### config.mk
export PLATFORM = sky130hd
export DESIGN_NAME = conv_channel_packer_12
export DESIGN_NICKNAME = d
export VERILOG_FILES = /design/src/rtl/conv_channel_packer_12_pkg.sv /design/src/rtl/conv_channel_packer_12.sv
export SDC_FILE = /design/constraint.sdc
export NUM_CORES = 2
export LEC_CHECK = 0
export ABC_AREA = 0
export BUFFER_PORTS_ARGS = -buffer_cell sky130_fd_sc_hd__buf_2
export CAP_MARGIN = 0
export CORE_MARGIN = 3
export CORE_UTILIZATION = 35
export DETAILED_ROUTE_END_ITERATION = 8
export PLACE_DENSITY_LB_ADDON = 0.08
export SETUP_SLACK_MARGIN = 0.1
export SYNTH_ARGS = -nofsm -noshare
export SYNTH_HDL_FRONTEND = slang
export SYNTH_SLANG_ARGS = --single-unit
### constraint.sdc
create_clock -name clk -period 2.1 [get_ports clk]
set_clock_uncertainty 0.15 [all_clocks]
set_input_delay 0.21 -clock clk [delete_from_list [all_inputs] [get_ports clk]]
set_output_delay 0.21 -clock clk [all_outputs]
set_load 0.01 [all_outputs]
### src/rtl/conv_channel_packer_12_pkg.sv
// Shared definitions for the 12-channel pixel packer.
// Contents:
//   NUM_CH      - number of channel words per pixel
//   state_t     - packer FSM states (COLLECT gathers words, GAP idles)
//   pixCntWidth - width of the pixel counter for a given frame size
package conv_channel_packer_12_pkg;

  localparam int NUM_CH = 12;

  typedef enum logic {
    COLLECT = 1'b0,
    GAP     = 1'b1
  } state_t;

  // A frame of one pixel still needs a one-bit counter.
  function automatic int pixCntWidth(input int numPix);
    return (numPix < 2) ? 1 : $clog2(numPix);
  endfunction

endpackage

### src/rtl/conv_channel_packer_12.sv
// Packs a serial channel-interleaved pixel stream (ch0..ch11 per pixel,
// raster order) into one parallel 12-word pixel for the 1x1 conv stage.
// Ports:
//   clk, rst          - clock and synchronous active-high reset
//   s_valid, s_ready  - input handshake; a word moves when both are high
//   s_data            - input channel word
//   s_last            - marks channel 11 of the final pixel of a frame
//   valid_out         - one-cycle pulse, Out_0..Out_11 hold a full pixel
//   Out_0..Out_11     - channel words of the most recent pixel (held)
//   frame_done        - pulses with valid_out of the frame's last pixel
//   err_last          - sticky flag for s_last in the wrong place
module conv_channel_packer_12
  import conv_channel_packer_12_pkg::*;
#(
  parameter int IMG_Width  = 3,
  parameter int IMG_Height = 3,
  parameter int Datawidth  = 32,
  parameter int Gap        = 0
) (
  input  logic                 clk,
  input  logic                 rst,
  input  logic                 s_valid,
  input  logic [Datawidth-1:0] s_data,
  input  logic                 s_last,
  output logic                 s_ready,
  output logic                 valid_out,
  output logic [Datawidth-1:0] Out_0,
  output logic [Datawidth-1:0] Out_1,
  output logic [Datawidth-1:0] Out_2,
  output logic [Datawidth-1:0] Out_3,
  output logic [Datawidth-1:0] Out_4,
  output logic [Datawidth-1:0] Out_5,
  output logic [Datawidth-1:0] Out_6,
  output logic [Datawidth-1:0] Out_7,
  output logic [Datawidth-1:0] Out_8,
  output logic [Datawidth-1:0] Out_9,
  output logic [Datawidth-1:0] Out_10,
  output logic [Datawidth-1:0] Out_11,
  output logic                 frame_done,
  output logic                 err_last
);

  localparam int              NUM_PIX  = IMG_Width * IMG_Height;
  localparam int              PW       = pixCntWidth(NUM_PIX);
  localparam logic [PW-1:0]   LAST_PIX = PW'(NUM_PIX - 1);
  localparam logic [3:0]      LAST_CH  = 4'(NUM_CH - 1);
  localparam logic [3:0]      GAP_LAST = 4'((Gap > 0) ? Gap - 1 : 0);

  state_t               state_q, state_d;
  logic [3:0]           chCnt_q, chCnt_d;
  logic [3:0]           gapCnt_q, gapCnt_d;
  logic [PW-1:0]        pixCnt_q, pixCnt_d;
  logic [Datawidth-1:0] shadow_q [NUM_CH-1];
  logic [Datawidth-1:0] shadow_d [NUM_CH-1];
  logic [Datawidth-1:0] out_q [NUM_CH];
  logic [Datawidth-1:0] out_d [NUM_CH];
  logic                 valid_q, valid_d;
  logic                 frameDone_q, frameDone_d;
  logic                 err_q, err_d;
  logic                 ready_q;
  logic                 accept;
  logic                 chDone;
  logic                 lastPix;

  // ready_q keeps s_ready low throughout reset and for the reset edge itself.
  assign s_ready = ready_q && (state_q == COLLECT);
  assign accept  = s_valid && s_ready;
  assign chDone  = accept && (chCnt_q == LAST_CH);
  assign lastPix = (pixCnt_q == LAST_PIX);

  always_comb begin
    state_d     = state_q;
    chCnt_d     = chCnt_q;
    gapCnt_d    = gapCnt_q;
    pixCnt_d    = pixCnt_q;
    shadow_d    = shadow_q;
    out_d       = out_q;
    valid_d     = 1'b0;
    frameDone_d = 1'b0;
    err_d       = err_q;

    case (state_q)
      COLLECT: begin
        if (accept) begin
          for (int i = 0; i < NUM_CH - 1; i++) begin
            if (chCnt_q == 4'(i)) shadow_d[i] = s_data;
          end
          // s_last anywhere but channel 11 of the last pixel is a framing error.
          if (s_last && !(chDone && lastPix)) err_d = 1'b1;
          if (chDone) begin
            // Channel 11 bypasses the shadow so the pixel emerges one cycle later.
            for (int i = 0; i < NUM_CH - 1; i++) out_d[i] = shadow_q[i];
            out_d[NUM_CH-1] = s_data;
            valid_d     = 1'b1;
            frameDone_d = lastPix;
            if (lastPix && !s_last) err_d = 1'b1;
            chCnt_d  = 4'd0;
            pixCnt_d = lastPix ? '0 : pixCnt_q + PW'(1);
            if (Gap > 0) begin
              state_d  = GAP;
              gapCnt_d = 4'd0;
            end
          end else begin
            chCnt_d = chCnt_q + 4'd1;
          end
        end
      end
      GAP: begin
        if (gapCnt_q == GAP_LAST) begin
          state_d  = COLLECT;
          gapCnt_d = 4'd0;
        end else begin
          gapCnt_d = gapCnt_q + 4'd1;
        end
      end
      default: state_d = COLLECT;
    endcase
  end

  always_ff @(posedge clk) begin
    if (rst) begin
      state_q     <= COLLECT;
      chCnt_q     <= 4'd0;
      gapCnt_q    <= 4'd0;
      pixCnt_q    <= '0;
      valid_q     <= 1'b0;
      frameDone_q <= 1'b0;
      err_q       <= 1'b0;
      ready_q     <= 1'b0;
      for (int i = 0; i < NUM_CH - 1; i++) shadow_q[i] <= '0;
      for (int i = 0; i < NUM_CH; i++) out_q[i] <= '0;
    end else begin
      state_q     <= state_d;
      chCnt_q     <= chCnt_d;
      gapCnt_q    <= gapCnt_d;
      pixCnt_q    <= pixCnt_d;
      valid_q     <= valid_d;
      frameDone_q <= frameDone_d;
      err_q       <= err_d;
      ready_q     <= 1'b1;
      shadow_q    <= shadow_d;
      out_q       <= out_d;
    end
  end

  assign valid_out  = valid_q;
  assign frame_done = frameDone_q;
  assign err_last   = err_q;
  assign Out_0      = out_q[0];
  assign Out_1      = out_q[1];
  assign Out_2      = out_q[2];
  assign Out_3      = out_q[3];
  assign Out_4      = out_q[4];
  assign Out_5      = out_q[5];
  assign Out_6      = out_q[6];
  assign Out_7      = out_q[7];
  assign Out_8      = out_q[8];
  assign Out_9      = out_q[9];
  assign Out_10     = out_q[10];
  assign Out_11     = out_q[11];

endmodule
# Word level (Yosys, flattened, before mapping)
# Cells that the tools add are included.
# totals
ff_bits	753
inputBits	36
output_inout_bits	388
# op_classes
add_sub_neg	3
n_eq_ne	12
muxes	9
n_bitwise	3
n_reduce_logical	26
# ops
op	count
3-bit AND reduction	12
4-bit equality test (second input constant)	5
4-bit by 3-bit equality test with 1-bit output (second input constant)	4
4-bit by 1-bit adder with 4-bit output (second input constant)	3
4-bit 2-to-1 mux	3
4-bit by 2-bit equality test with 1-bit output (second input constant)	2
4-bit zero test	2
1-bit logical AND	6
1-bit 2-to-1 mux	6
4-bit by 1-bit equality test with 1-bit output (second input constant)	1
4-bit OR reduction	1
1-bit NOT	3
3-bit OR reduction	1
1-bit zero test	2
2-bit AND reduction	1
2-bit OR reduction	1

# Longest topological paths before layout
# depth
word_depth	10
depth_mapped	7
depth_no_buf	5

# Worst setup path before layout
# OpenSTA, ideal clock, no wires.
# synth_path
path_kind	reg-to-reg
startpoint	reg chCnt_q[0]
endpoint	reg shadow_q[322] (netlist name)
arrival_ns	1.644
t_required_ns	1.834
setup_slack_ns	0.191
stages_incl_launch_ff	8
n_path_buf	2
synth_period_minus_slack_ns	1.909
path_cell_list	dfxtp_1 inv_1 ha_1 nand3_1 clkbuf_1 clkbuf_1 nor4_1 a31o_1
# synth_between
elab_chain_len	2
# synth_rtl
item	line_no	rtl
start: declaration	conv_channel_packer_12.sv:50	logic [3:0] chCnt_q, chCnt_d;
start signal: assignment	conv_channel_packer_12.sv:134	chCnt_q <= chCnt_d;
4-bit zero test	conv_channel_packer_12.sv:86	if (chCnt_q == 4'(i)) shadow_d[i] = s_data;
3-bit AND reduction (no line)	--	
end signal: assignment	conv_channel_packer_12.sv:141	shadow_q <= shadow_d;
end: declaration	conv_channel_packer_12.sv:53	logic [Datawidth-1:0] shadow_q [NUM_CH-1];
# Every way passes these cells.
# A chain may end at the register's enable or synchronous reset.

# Worst setup path after layout
# layout_path
startpoint	reg chCnt_q[0]
endpoint	reg out_q (netlist bit Out_3[10])
# layout_between
elab_chain_len	3
# layout_rtl
item	line_no	rtl
4-bit equality test	conv_channel_packer_12.sv:68	assign chDone = accept && (chCnt_q == LAST_CH);
1-bit logical AND	conv_channel_packer_12.sv:68	
3-bit AND reduction (no line)	--	
end signal: assignment	conv_channel_packer_12.sv:142	out_q <= out_d;
end: declaration	conv_channel_packer_12.sv:55	logic [Datawidth-1:0] out_q [NUM_CH];
# Every way passes these cells.

==> results <==
- The run finished, with violations left.
- The final reports fail on negative hold slack.
- The area of the placeable core is 80800 µm².
- The category of the worst setup path launch point is a flop.
- The kind of path behind the tightest hold check is in -> reg.
- Of all nets on the critical path, the largest fanout is 51.
- TritonCTS built the clock tree.
- After technology mapping, the gate count stands at 3315.
- The count of maximum capacitance violations is 0.
- Counting instances, the worst hold path has a depth of 2.
- After synthesis, the largest area contributor takes up 52.6% of total cell area.
- After routing the design area is 35700 µm².
- The clock sink count is 753.
- The highest cell delay on the worst timing path is 0.38 ns.
- The area of placed instances is 32300 µm².
- The starting density of the core is 35.5%.
- The achievable clock frequency is 517 MHz.
- The leakage dissipation is 12.9 nW.
- Setup violations remaining at the end of the flow were counted as 0.
- For this run, the post-layout net count is 3657.
- The cell chosen for the clock root is sky130_fd_sc_hd__clkbuf_16.
- The count of nets left with antenna violations once routing finished came out at 0.
- The initial antenna violation count is 1.
- Data arrives at the worst endpoint at 2.32 ns.
- By startpoint and endpoint, the worst setup path is classified as reg -> reg.
- The final worst hold slack is -0.118 ns.
- The wire-length estimate of the detail-placed layout is 75700 µm.
- The clock latency at the later pin of the worst-skew pair is 0.63 ns.
- The smallest clock period supported by the final layout is computed as 1.94 ns.
- The detailed-route via count is 27558.
- The global-route wire length before repair is 173000 µm.
- The signal on the critical path passes through ha_2, and4b_4, buf_4, clkbuf_16, nand3_1, a21oi_1.
- The vias per cell is 5.81.
- The fraction of met3 tracks used by global routing is 5.78%.
- The slowest cell on the critical path is sky130_fd_sc_hd__dfxtp_2.
- The residual overflow from global routing is 0.
- The synthesis-to-layout area growth is 24.5%.
- The final standard cell utilization of the core is 44.2%.
- The final count of hold timing violations is 16.
- In this run, the number of DRC markers left after iteration 0 of detailed routing was 2977.
- The net count after synthesis is 3359.
- The proportion of synthesized flip-flops having asynchronous set or reset is 0%.
- The die is 292 µm tall.
- The fraction of the cycle the final worst path needs is 92.2%.
- The number of remaining DRC errors is 0.
- Clock-pin slew was measured on the worst setup and hold paths at 0.06 ns.
- By area the synthesized netlist is led by sky130_fd_sc_hd__dfxtp_1 53%, sky130_fd_sc_hd__a21oi_1 9.6%, sky130_fd_sc_hd__nand3_1 9.6%.
- The H-tree generated during clock tree synthesis spans 3 levels.
- Counting instances in the post-synthesis netlist gives the leading cell types as 753 x sky130_fd_sc_hd__dfxtp_1, 550 x sky130_fd_sc_hd__a21oi_1, 550 x sky130_fd_sc_hd__nand3_1, 524 x sky130_fd_sc_hd__o21ai_0, 302 x sky130_fd_sc_hd__clkbuf_1.
- Yosys mapped a number of flops with a built-in enable equal to 0.
- The pre-antenna-repair detailed-routing pass consisted of 5 iterations.
- Power spread over the standard cell area amounts to 850 nW/µm².
- For this run, the leading register cell type out of synthesis is sky130_fd_sc_hd__dfxtp_1.
- In this run the most used layer during global routing was met2.
- Once layout is complete, the cells apart from fillers number 4740.
- The portion of the post-synthesis area used by sequential elements is 52.6%.
- The number of placed instances with taps included is 4543.
- In the final layout, the share of cells above drive strength 1 is 20.4%.
- The number of max-slew violations in the final report is 0.
- The routed wirelength normalized by instance count is 25.4 µm.
- The flip-flop count of the largest register, all copies and words added is 352.
- The area enclosed by the die boundary is 85400 µm².
- Setup repair after global routing could not meet its margin everywhere.
- The clock passes through at most 3 buffers.
- The number of different library cells used by synthesis comes to 40.
- Dividing the synthesized area by the synthesized cell count gives 8.65 µm².
- The total power after layout is 30.3 mW.
- The floorplan row count is 104.
- The met1 capacity usage during global routing is 36.0%.
- sky130_fd_sc_hd__dfxtp_1 is the most common cell in the netlist.
- At the worst endpoint, the required time is 2.49 ns.
- The number of top-level pins is 424.
- In this run, post-CTS hold repair placed 35 buffers.
- The kind of capture point of the worst setup path is a flop.
- The worst-case IR drop observed on VDD is 0.561 mV.
- The total global routing track utilization is 26.3%.
- The transition at the pin with the smallest max-transition slack is 1.04 ns.
- In this run the number of cells on the critical path is 6.
- The congestion estimate from routability-driven global placement came to 0.798.
- The synthesized netlist occupies a cell area of 28700 µm².
- Buffers inserted during clock tree synthesis total 82.
- The worst max-slew margin expressed relative to the limit is 30.4%.
- For this run, global-route usage on met2 was measured as 41.5%.
- The most flop-heavy register is shadow_q.
- The via count of the first global-routing pass is 25978.
- The fill cell instance count of the final layout is 7995.
- The aggregate routed wire length is 120000 µm.
- The number of warnings printed during yosys synthesis is 0.
- The cell accounting for the most synthesized area is sky130_fd_sc_hd__dfxtp_1.
- The number of buffers added on ports is 423.
- The combined buffer and inverter count along the critical path is 2.
- The number of cells on the worst reg-to-reg path is 6.
- The count of state elements after synthesis is 753.
- From left edge to right edge, the die measures 292 µm.
- The largest net degree at the start of global routing is 193.
- Grouping stages by cell kind, the critical path spends the most delay in buffers and inverters.
[worst paths after layout]
path                                    start        end  slack [ns]
worst max-delay path               chCnt_q[0]  Out_3[10]        0.16
worst min-delay path                      rst  Out_7[31]       -0.12
worst max register to register     chCnt_q[0]  Out_3[10]        0.16
worst min register to register  shadow_q[204]  Out_4[12]        0.30
[power breakdown]
part / internal, mW / total, mW / switching (mW)
combinational: 0.290 / 1.18 / 0.886
clock: 8.67 / 14.8 / 6.12
sequential: 14.3 / 14.4 / 0.0348
total: 23.3 / 30.3 / 7.04
[worst reg2reg max path, stage by stage, from the launching register on]
cell and delay (ns):
sky130_fd_sc_hd__dfxtp_2 0.38, sky130_fd_sc_hd__ha_2 0.21, sky130_fd_sc_hd__and4b_4 0.33, sky130_fd_sc_hd__buf_4 0.19, sky130_fd_sc_hd__clkbuf_16 0.30, sky130_fd_sc_hd__nand3_1 0.15, sky130_fd_sc_hd__a21oi_1 0.14
[cells in the final DEF, fill, tap and decap left out, types with 16 or more instances in the layout]
cell	n
sky130_fd_sc_hd__o21ai_1	68
sky130_fd_sc_hd__a21oi_1	550
sky130_fd_sc_hd__nor4_1	193
sky130_fd_sc_hd__clkbuf_16	90
sky130_fd_sc_hd__clkbuf_8	23
sky130_fd_sc_hd__buf_12	42
sky130_fd_sc_hd__a31o_1	192
sky130_fd_sc_hd__dfxtp_1	749
sky130_fd_sc_hd__dlygate4sd3_1	35
sky130_fd_sc_hd__o21ai_0	480
sky130_fd_sc_hd__buf_2	422
sky130_fd_sc_hd__clkbuf_1	16
sky130_fd_sc_hd__nand3_1	548
sky130_fd_sc_hd__nand2b_1	34
sky130_fd_sc_hd__buf_4	117
[what timing repair did]
action	CTS	global route
buffers inserted	2	2
gates cloned	1	6
gates resized for setup	3	58
hold endpoints to repair	193	16
setup endpoints to repair	384	461
pin swaps	1	1
[kinds of logic (layout without fill, tap and decap cells)]
kind of cell	count (synthesis)	count (layout)	share of synthesized area, %
compound gates	1297	1297	25.2
xor+xnor	2	2	0.0611
fa+ha+maj	8	8	0.349
buf+inv	430	793	6.20
flops	753	753	52.6
mux	2	2	0.0698
other cells	0	2	0
simple gates	823	823	15.5
[layout make-up]
type	instances	area, µm²	share of cell area [%]
Clock buffer	123	2480	6.95
Multi-Input combinational cell	2132	11900	33.4
Tap cell	1060	1330	3.72
Inverter	10	42.5	0.119
Clock inverter	26	273	0.764
Sequential cell	753	15100	42.3
Antenna cell	2	5.00	0.0140
Timing Repair Buffer	634	4570	12.8
[through the flow]
step	TNS [ns]	worst slack [ns]
after CTS	0	0.0429
after detailed placement	-0.0625	-0.0345
after global routing	0	0.0738
final	0	0.165
after floorplan	0	0.191
after global placement	-0.00816	-0.00816
[routing by layer]
metal	routed length (µm)	vias to the layer above
met5	0	-
met1	51700	13550
met4	3570	0
met3	10100	155
li1	-	12784
met2	54800	1069
Note: power is estimated with default switching activity, not from simulation.
